**config.mk**
```make
export PLATFORM = sky130hd
export DESIGN_NAME = capture_ctrl_flat
export DESIGN_NICKNAME = d
export VERILOG_FILES = /design/src/rtl/capture_ctrl_pkg.sv /design/src/rtl/capture_ctrl_if.sv /design/src/rtl/capture_ctrl_cnt.sv /design/src/rtl/capture_ctrl.sv /design/src/flat_wrapper.sv
export SDC_FILE = /design/constraint.sdc
export NUM_CORES = 1
export LEC_CHECK = 0
export ABC_AREA = 1
export CAP_MARGIN = 10
export CORE_ASPECT_RATIO = 0.75
export CORE_MARGIN = 10
export CORE_UTILIZATION = 40
export DETAILED_ROUTE_END_ITERATION = 10
export DONT_BUFFER_PORTS = 1
export SLEW_MARGIN = 20
export SYNTH_ARGS = -nofsm -noshare
export SYNTH_HDL_FRONTEND = slang
export SYNTH_HIERARCHICAL = 1
export SYNTH_SLANG_ARGS = --single-unit
```
**constraint.sdc**
```tcl
create_clock -name clk_i -period 1.8 [get_ports clk_i]
set_clock_uncertainty 0.05 [all_clocks]
set_input_delay 0.36 -clock clk_i [delete_from_list [all_inputs] [get_ports clk_i]]
set_output_delay 0.36 -clock clk_i [all_outputs]
set_load 0.02 [all_outputs]
```
**src/rtl/capture_ctrl_pkg.sv**
```systemverilog
// Shared types and defaults for the logIP capture path.
package logIP_pkg;

   localparam int CAPTURE_CNTW_DEFAULT  = 16;
   localparam int CAPTURE_WIDTH_DEFAULT = 32;
   localparam int CAPTURE_DEPTH_DEFAULT = 5;

   typedef enum logic [2:0] {
      ST_IDLE  = 3'd0,
      ST_ARMED = 3'd1,
      ST_DELAY = 3'd2,
      ST_ALIGN = 3'd3,
      ST_READ  = 3'd4,
      ST_WAIT  = 3'd5,
      ST_SEND  = 3'd6
   } capture_state_t;

endpackage

```
**src/rtl/capture_ctrl_if.sv**
```systemverilog
// Sample RAM bus and transmitter handshake of the capture controller.
interface capture_ctrl_if #(
   parameter int WIDTH = logIP_pkg::CAPTURE_WIDTH_DEFAULT
);
   logic             mem_wrt_o;
   logic             mem_read_o;
   logic [WIDTH-1:0] mem_o;
   logic [WIDTH-1:0] mem_i;
   logic [WIDTH-1:0] tx_data_o;
   logic             tx_vld_o;
   logic             tx_rdy_i;

   modport master (
      output mem_wrt_o, mem_read_o, mem_o, tx_data_o, tx_vld_o,
      input  mem_i, tx_rdy_i
   );

   modport slave (
      input  mem_wrt_o, mem_read_o, mem_o, tx_data_o, tx_vld_o,
      output mem_i, tx_rdy_i
   );
endinterface

```
**src/rtl/capture_ctrl_cnt.sv**
```systemverilog
// Loadable down-counter with zero flag; used for the delay and read counts.
module capture_cnt
   import logIP_pkg::*;
#(
   parameter int CNTW = CAPTURE_CNTW_DEFAULT
) (
   input  logic            clk_i,
   input  logic            rst_in,
   input  logic            load_i,
   input  logic [CNTW-1:0] load_val_i,
   input  logic            dec_i,
   output logic [CNTW-1:0] cnt_o,
   output logic            zero_o
);

   logic [CNTW-1:0] r_cnt;

   // load has priority; decrement stops at zero
   always_ff @(posedge clk_i or negedge rst_in) begin
      if (!rst_in) begin
         r_cnt <= '0;
      end else if (load_i) begin
         r_cnt <= load_val_i;
      end else if (dec_i && (r_cnt != '0)) begin
         r_cnt <= r_cnt - 1'b1;
      end
   end

   assign cnt_o  = r_cnt;
   assign zero_o = (r_cnt == '0);

endmodule

```
**src/rtl/capture_ctrl.sv**
```systemverilog
// Capture controller: writes samples into the ring RAM, waits out the
// post-trigger delay, then reads the capture back newest-first.
//
// state | meaning
// IDLE  | waiting for run_i, counts latched on run_i
// ARMED | writing every sample, watching for a qualified trigger
// DELAY | writing post-trigger samples until the delay count expires
// ALIGN | let the last write land, one discarded read, wait out its data
// READ  | read strobe for the next sample
// WAIT  | RAM data arrives, captured into the transmit register
// SEND  | hold tx data until the transmitter accepts it
module capture_ctrl
   import logIP_pkg::*;
#(
   parameter int WIDTH = CAPTURE_WIDTH_DEFAULT,
   parameter int DEPTH = CAPTURE_DEPTH_DEFAULT,
   parameter int CNTW  = CAPTURE_CNTW_DEFAULT
) (
   input  logic             clk_i,
   input  logic             rst_in,
   input  logic             run_i,
   input  logic             abort_i,
   input  logic [WIDTH-1:0] smpl_i,
   input  logic             smpl_vld_i,
   input  logic             trg_i,
   input  logic [CNTW-1:0]  read_cnt_i,
   input  logic [CNTW-1:0]  delay_cnt_i,
   capture_ctrl_if.master   bus,
   output logic             busy_o,
   output logic             done_o
);

   // reading more than the ring holds would only return overwritten data
   localparam logic [CNTW-1:0] RD_MAX = CNTW'(2**DEPTH);

   capture_state_t   r_state;
   logic [1:0]       r_aln_ph;
   logic             r_mem_wrt;
   logic             r_mem_read;
   logic [WIDTH-1:0] r_mem_data;
   logic [WIDTH-1:0] r_tx_data;
   logic             r_tx_vld;
   logic             r_busy;
   logic             r_done;

   logic            w_start;
   logic            w_dly_dec;
   logic            w_rd_dec;
   logic [CNTW-1:0] w_rd_load_val;
   logic [CNTW-1:0] w_dly_cnt;
   logic [CNTW-1:0] w_rd_cnt;
   logic            w_dly_zero;
   logic            w_rd_zero;
   logic            w_dly_last;
   logic            w_rd_last;

   assign w_start       = (r_state == ST_IDLE) && run_i && !abort_i;
   assign w_dly_dec     = (r_state == ST_DELAY) && smpl_vld_i && !abort_i;
   assign w_rd_dec      = (r_state == ST_SEND) && bus.tx_rdy_i && !abort_i;
   assign w_rd_load_val = (read_cnt_i > RD_MAX) ? RD_MAX : read_cnt_i;
   assign w_dly_last    = (w_dly_cnt == CNTW'(1));
   assign w_rd_last     = (w_rd_cnt == CNTW'(1));

   capture_cnt #(.CNTW(CNTW)) u_dly_cnt (
      .clk_i      (clk_i),
      .rst_in     (rst_in),
      .load_i     (w_start),
      .load_val_i (delay_cnt_i),
      .dec_i      (w_dly_dec),
      .cnt_o      (w_dly_cnt),
      .zero_o     (w_dly_zero)
   );

   capture_cnt #(.CNTW(CNTW)) u_rd_cnt (
      .clk_i      (clk_i),
      .rst_in     (rst_in),
      .load_i     (w_start),
      .load_val_i (w_rd_load_val),
      .dec_i      (w_rd_dec),
      .cnt_o      (w_rd_cnt),
      .zero_o     (w_rd_zero)
   );

   // FSM with all outputs registered; strobes default low every cycle
   always_ff @(posedge clk_i or negedge rst_in) begin
      if (!rst_in) begin
         r_state    <= ST_IDLE;
         r_aln_ph   <= 2'd0;
         r_mem_wrt  <= 1'b0;
         r_mem_read <= 1'b0;
         r_mem_data <= '0;
         r_tx_data  <= '0;
         r_tx_vld   <= 1'b0;
         r_busy     <= 1'b0;
         r_done     <= 1'b0;
      end else begin
         r_mem_wrt  <= 1'b0;
         r_mem_read <= 1'b0;
         r_done     <= 1'b0;
         if (abort_i) begin
            r_state  <= ST_IDLE;
            r_aln_ph <= 2'd0;
            r_tx_vld <= 1'b0;
            r_busy   <= 1'b0;
         end else begin
            case (r_state)
               ST_IDLE: begin
                  if (run_i) begin
                     r_state <= ST_ARMED;
                     r_busy  <= 1'b1;
                  end
               end
               ST_ARMED: begin
                  if (smpl_vld_i) begin
                     r_mem_wrt  <= 1'b1;
                     r_mem_data <= smpl_i;
                     if (trg_i) begin
                        r_state  <= w_dly_zero ? ST_ALIGN : ST_DELAY;
                        r_aln_ph <= 2'd0;
                     end
                  end
               end
               ST_DELAY: begin
                  if (smpl_vld_i) begin
                     r_mem_wrt  <= 1'b1;
                     r_mem_data <= smpl_i;
                     if (w_dly_last) begin
                        r_state  <= ST_ALIGN;
                        r_aln_ph <= 2'd0;
                     end
                  end
               end
               ST_ALIGN: begin
                  // phase 0: final write lands, 1: discard read, 2: its data
                  case (r_aln_ph)
                     2'd0: begin
                        r_mem_read <= 1'b1;
                        r_aln_ph   <= 2'd1;
                     end
                     2'd1: begin
                        r_aln_ph <= 2'd2;
                     end
                     default: begin
                        r_aln_ph <= 2'd0;
                        if (w_rd_zero) begin
                           r_state <= ST_IDLE;
                           r_done  <= 1'b1;
                           r_busy  <= 1'b0;
                        end else begin
                           r_state    <= ST_READ;
                           r_mem_read <= 1'b1;
                        end
                     end
                  endcase
               end
               ST_READ: begin
                  r_state <= ST_WAIT;
               end
               ST_WAIT: begin
                  r_tx_data <= bus.mem_i;
                  r_tx_vld  <= 1'b1;
                  r_state   <= ST_SEND;
               end
               ST_SEND: begin
                  if (bus.tx_rdy_i) begin
                     r_tx_vld <= 1'b0;
                     if (w_rd_last) begin
                        r_state <= ST_IDLE;
                        r_done  <= 1'b1;
                        r_busy  <= 1'b0;
                     end else begin
                        r_state    <= ST_READ;
                        r_mem_read <= 1'b1;
                     end
                  end
               end
               default: begin
                  r_state <= ST_IDLE;
                  r_busy  <= 1'b0;
               end
            endcase
         end
      end
   end

   assign bus.mem_wrt_o  = r_mem_wrt;
   assign bus.mem_read_o = r_mem_read;
   assign bus.mem_o      = r_mem_data;
   assign bus.tx_data_o  = r_tx_data;
   assign bus.tx_vld_o   = r_tx_vld;
   assign busy_o         = r_busy;
   assign done_o         = r_done;

endmodule

```
**src/flat_wrapper.sv**
```systemverilog
// flat-port wrapper written by rule: the top's interface ports become plain ports
module capture_ctrl_flat import logIP_pkg::*;
#(
   parameter int WIDTH = CAPTURE_WIDTH_DEFAULT,
   parameter int DEPTH = CAPTURE_DEPTH_DEFAULT,
   parameter int CNTW  = CAPTURE_CNTW_DEFAULT
)
  (clk_i, rst_in, run_i, abort_i, smpl_i, smpl_vld_i, trg_i, read_cnt_i, delay_cnt_i, busy_o, done_o, bus_mem_wrt_o, bus_mem_read_o, bus_mem_o, bus_tx_data_o, bus_tx_vld_o, bus_mem_i, bus_tx_rdy_i);
  capture_ctrl_if #(.WIDTH(WIDTH)) bus_i ();
  input  logic clk_i;
  input  logic rst_in;
  input  logic run_i;
  input  logic abort_i;
  input  logic [WIDTH-1:0] smpl_i;
  input  logic smpl_vld_i;
  input  logic trg_i;
  input  logic [CNTW-1:0] read_cnt_i;
  input  logic [CNTW-1:0] delay_cnt_i;
  output logic busy_o;
  output logic done_o;
  output wire logic [$bits(bus_i.mem_wrt_o)-1:0] bus_mem_wrt_o;
  output wire logic [$bits(bus_i.mem_read_o)-1:0] bus_mem_read_o;
  output wire logic [$bits(bus_i.mem_o)-1:0] bus_mem_o;
  output wire logic [$bits(bus_i.tx_data_o)-1:0] bus_tx_data_o;
  output wire logic [$bits(bus_i.tx_vld_o)-1:0] bus_tx_vld_o;
  input wire logic [$bits(bus_i.mem_i)-1:0] bus_mem_i;
  input wire logic [$bits(bus_i.tx_rdy_i)-1:0] bus_tx_rdy_i;
  assign bus_mem_wrt_o = bus_i.mem_wrt_o;
  assign bus_mem_read_o = bus_i.mem_read_o;
  assign bus_mem_o = bus_i.mem_o;
  assign bus_tx_data_o = bus_i.tx_data_o;
  assign bus_tx_vld_o = bus_i.tx_vld_o;
  assign bus_i.mem_i = bus_mem_i;
  assign bus_i.tx_rdy_i = bus_tx_rdy_i;
  capture_ctrl #(.WIDTH(WIDTH), .DEPTH(DEPTH), .CNTW(CNTW)) u_core (.clk_i(clk_i), .rst_in(rst_in), .run_i(run_i), .abort_i(abort_i), .smpl_i(smpl_i), .smpl_vld_i(smpl_vld_i), .trg_i(trg_i), .read_cnt_i(read_cnt_i), .delay_cnt_i(delay_cnt_i), .bus(bus_i), .busy_o(busy_o), .done_o(done_o));
endmodule
```
==> metrics <==
CP max FO=2; Area growth, synth to finish=19.63%; Initial Util=0.4053; DIE WIDTH=159.5 um; power density cells=1675 nW/um2; Hold Path Class=in -> async; wire per inst=15.87 um; fin. max-slew vios=0; Net Sw Frac=0.4486; Pleak=3.530 nW; largest family of logic cells by synthesized area=simple AND/OR/NAND/NOR gates; min Tclk post-route=1.871 ns; Root Buffer=clkbuf_16; setup violators final=1; Peak Freq=534.4 MHz; final std cell area, no fill=6985 um2; CP startpoint kind=flop; failing checks=negative hold slack, negative setup slack; fraction of layout cells with a size suffix above 1=0.2618; Post-route DRC=0; Reg clk slew, reported paths=0.08 ns; total congestion overflow=0; Sequential Power Share=0.453; post-route ant nets=0; initial antenna violation count=2; clock network fraction of total power=0.166; mux cell area share after synthesis=0.07457; total die area=19880 um2; Routed WL=15620 um; Crit path required time=2.00 ns; PnR worst setup slack=-0.07117 ns; post-placement cell area=6327 um2; largest net degree at the start of global routing=107; crit-path most repeated cell=buf_4; num ports=172; GRT Total Usage=0.1495; peak supply drop=688.3 uV; Fin Hold WS=-0.3586 ns; Reg2Reg Depth=14; Mapped Cells=712; unrepaired setup endpoints after global routing=yes; H-tree levels=3; crit path capture type=flop; CP max stage delay=0.41 ns; Adder-Cell Fraction of Synth Area=0.004285; worst-skew pair later-pin latency=0.36 ns; kind of critical path=reg -> reg; drt initial violations=330; DP HPWL=11490 um; drt pass-1 iters=5; Seq/Total Area, Yosys=0.4543; setup TNS=-0.07117 ns; worst-margin pin slew=0.5070 ns; number of port buffers=0; first-pass GRT wire length=24500 um; number of nets in the layout=883; final-report hold violation count=106; YS warnings=6; number of vias per cell=4.893; Psw=5.250 mW; count of state elements after synthesis=106; Slew headroom=0.6615; CTS Sinks=106; Compound-Gate Fraction of Synth Area=0.03985; Placer Congestion=0.8766; vias in the first global route=4591; max-cap check violation count=0; Core Rows=38; syn_area_per_cell=8.201 um2; Combinational Power Share=0.381; fin crit share=1.040; via count=4815; TritonCTS Buffers=9; Int Power=6.453 mW; status=finished, violations left; Synth Area in XOR/XNOR=0.01800; synthesized area=5839 um2; slowest CP cell=dfrtp_1; simple-gate share of the synthesized area=0.3473; synth unique cells=38; crit path DAT=2.07 ns; Vert. Die Dim=124.6 um; Clock Tree Buf Depth=2; CTS tree=yes; core box area=14410 um2; crit-path cells=inv_2 > ha_4 > inv_2 > nor2_4 > nand3_2 > nor2_4 > buf_6 > buf_4 > buf_4 > buf_4 > buf_4 > nand3_2 > o21bai_1 > nand2_1
[cell type report]
class	count	area, um2
well taps	200	250.2
clock buffers	9	225.2
repair inverters	1	6.256
inverters	56	220.2
flip-flops and latches	106	2653
multi-input cells	538	3014
repair buffers	66	544.3
diodes	1	2.502
clock inverters	7	70.07
fillers	1344	7421
[per-layer routing]
metal  part of all wire  GRT usage  vias to the layer above  wire length [um]
met5            0.00083          0                        -                13
met4              0.012    0.03263                        2               193
met3              0.095    0.07001                       19              1487
met2               0.46     0.2295                      179              7119
met1               0.44     0.1877                     2236              6806
li1                   -          -                     2379                 -
[what timing repair did]
item | CTS | global route
setup buffers | 8 | 12
pin swaps | 11 | 12
gates resized for setup | 9 | 32
setup endpoints to repair | 4 | 37
gates cloned | 0 | 2
endpoints found under the hold margin | 106 | 107
[worst max-delay path, delay by kind of cell, from the launching register on]
kind            cells  cell delay [ns]
buf+inv             7             0.59
simple gates        5             0.44
flops               1             0.41
fa+ha+maj           1             0.14
compound gates      1             0.14
[registers in the layout, indices dropped and copies added, names as in the netlist]
register and count:
u_core/bus.mem_o 32, u_core/bus.tx_data_o 32, u_core/u_dly_cnt/cnt_o 16, u_core/u_rd_cnt/cnt_o 16
u_core/r_state 3, u_core/r_aln_ph 2, u_core/bus.mem_read_o 1, u_core/bus.mem_wrt_o 1
u_core/bus.tx_vld_o 1, u_core/busy_o 1, u_core/done_o 1
[path summary, 6_finish.rpt]
| check | from | end | slack (ns) |
|---|---|---|---|
| max | u_core/u_rd_cnt/cnt_o[1] | u_core/u_rd_cnt/cnt_o[14] | -0.07 |
| min | rst_in | u_core/bus.tx_data_o[1] | -0.36 |
| max reg2reg | u_core/u_rd_cnt/cnt_o[1] | u_core/u_rd_cnt/cnt_o[14] | -0.07 |
| min reg2reg | u_core/r_aln_ph[0] | u_core/r_aln_ph[0] | 0.49 |
| max in group asynchronous | rst_in | u_core/u_rd_cnt/cnt_o[6] | 1.92 |
| min in group clk_i | abort_i | u_core/bus.mem_read_o | 0.02 |
[stage by stage]
stage               power (mW)  utilization  cells  setup WS (ns)  hold WS (ns)
floorplan                8.050            -    721       0.007397       0.01441
global placement         9.205       0.4392    944       -0.09935       0.01800
detailed placement       9.321       0.4392    944        -0.1133       0.01848
CTS                      11.44       0.4662    968       -0.05955       -0.3741
global route             12.61       0.4847    983        -0.1583       -0.3873
finish                   11.70       0.4849    984       -0.07117       -0.3586
[logic make-up (layout without fill, tap and decap cells)]
logic type | Yosys count | after routing
fa+ha+maj | 2 | 2
flops | 106 | 106
xor+xnor | 12 | 12
simple gates | 447 | 447
compound gates | 35 | 35
mux | 32 | 32
buf+inv | 77 | 139
other cells | 1 | 11
[power groups by stage]
stage | clock network (mW) | logic (mW) | registers (mW)
2_1_floorplan | 0 | 2.99 | 5.06
3_3_place_gp | 0 | 3.90 | 5.30
3_5_place_dp | 0 | 3.99 | 5.33
4_1_cts | 2.02 | 4.10 | 5.31
5_1_grt | 2.11 | 5.05 | 5.45
6_report | 1.94 | 4.46 | 5.30
[cell usage after synthesis]
| cell | n | area share |
|---|---|---|
| buf_2 | 9 | 0.0077 |
| mux2_1 | 10 | 0.019 |
| xor2_1 | 10 | 0.015 |
| inv_2 | 13 | 0.0084 |
| nor3_4 | 1 | 0.0028 |
| clkbuf_1 | 4 | 0.0026 |
| mux2_4 | 20 | 0.051 |
| nand3_1 | 64 | 0.055 |
| a21oi_1 | 6 | 0.0051 |
| o211ai_1 | 2 | 0.0026 |
| nor2_4 | 4 | 0.0077 |
| dfrtp_1 | 106 | 0.45 |
| nand2_2 | 10 | 0.011 |
| xnor2_1 | 2 | 0.0030 |
| o21ai_2 | 6 | 0.0090 |
| nand2_1 | 236 | 0.15 |
| nor2_1 | 82 | 0.053 |
| o21ai_0 | 11 | 0.0094 |
| nand3_2 | 7 | 0.012 |
| mux2_2 | 2 | 0.0039 |
| or2_2 | 12 | 0.013 |
| and2_0 | 2 | 0.0021 |
| nor2_2 | 14 | 0.015 |
| a32oi_1 | 1 | 0.0015 |
| a31oi_1 | 1 | 0.0011 |
| a21oi_2 | 4 | 0.0060 |
| conb_1 | 1 | 0.00064 |
| inv_1 | 43 | 0.028 |
| buf_4 | 1 | 0.0013 |
| ha_1 | 2 | 0.0043 |
| nand2_4 | 4 | 0.0077 |
| nand3_4 | 2 | 0.0060 |
| nor4_1 | 2 | 0.0021 |
| o21bai_1 | 4 | 0.0051 |
| nor3_1 | 3 | 0.0026 |
| buf_6 | 7 | 0.013 |
| nor4_2 | 2 | 0.0043 |
| nand4_1 | 2 | 0.0021 |
[cell usage in the layout, fill, tap and decap left out, types with 12 or more instances in the layout]
cell | netlist | routed
nor2_1 | 82 | 79
buf_4 | 1 | 61
mux2_4 | 20 | 20
or2_2 | 12 | 12
nand3_1 | 64 | 57
nand2_1 | 236 | 234
inv_1 | 43 | 37
nand3_2 | 7 | 13
dfrtp_1 | 106 | 106
inv_2 | 13 | 17
Note: power is estimated with default switching activity, not from simulation.
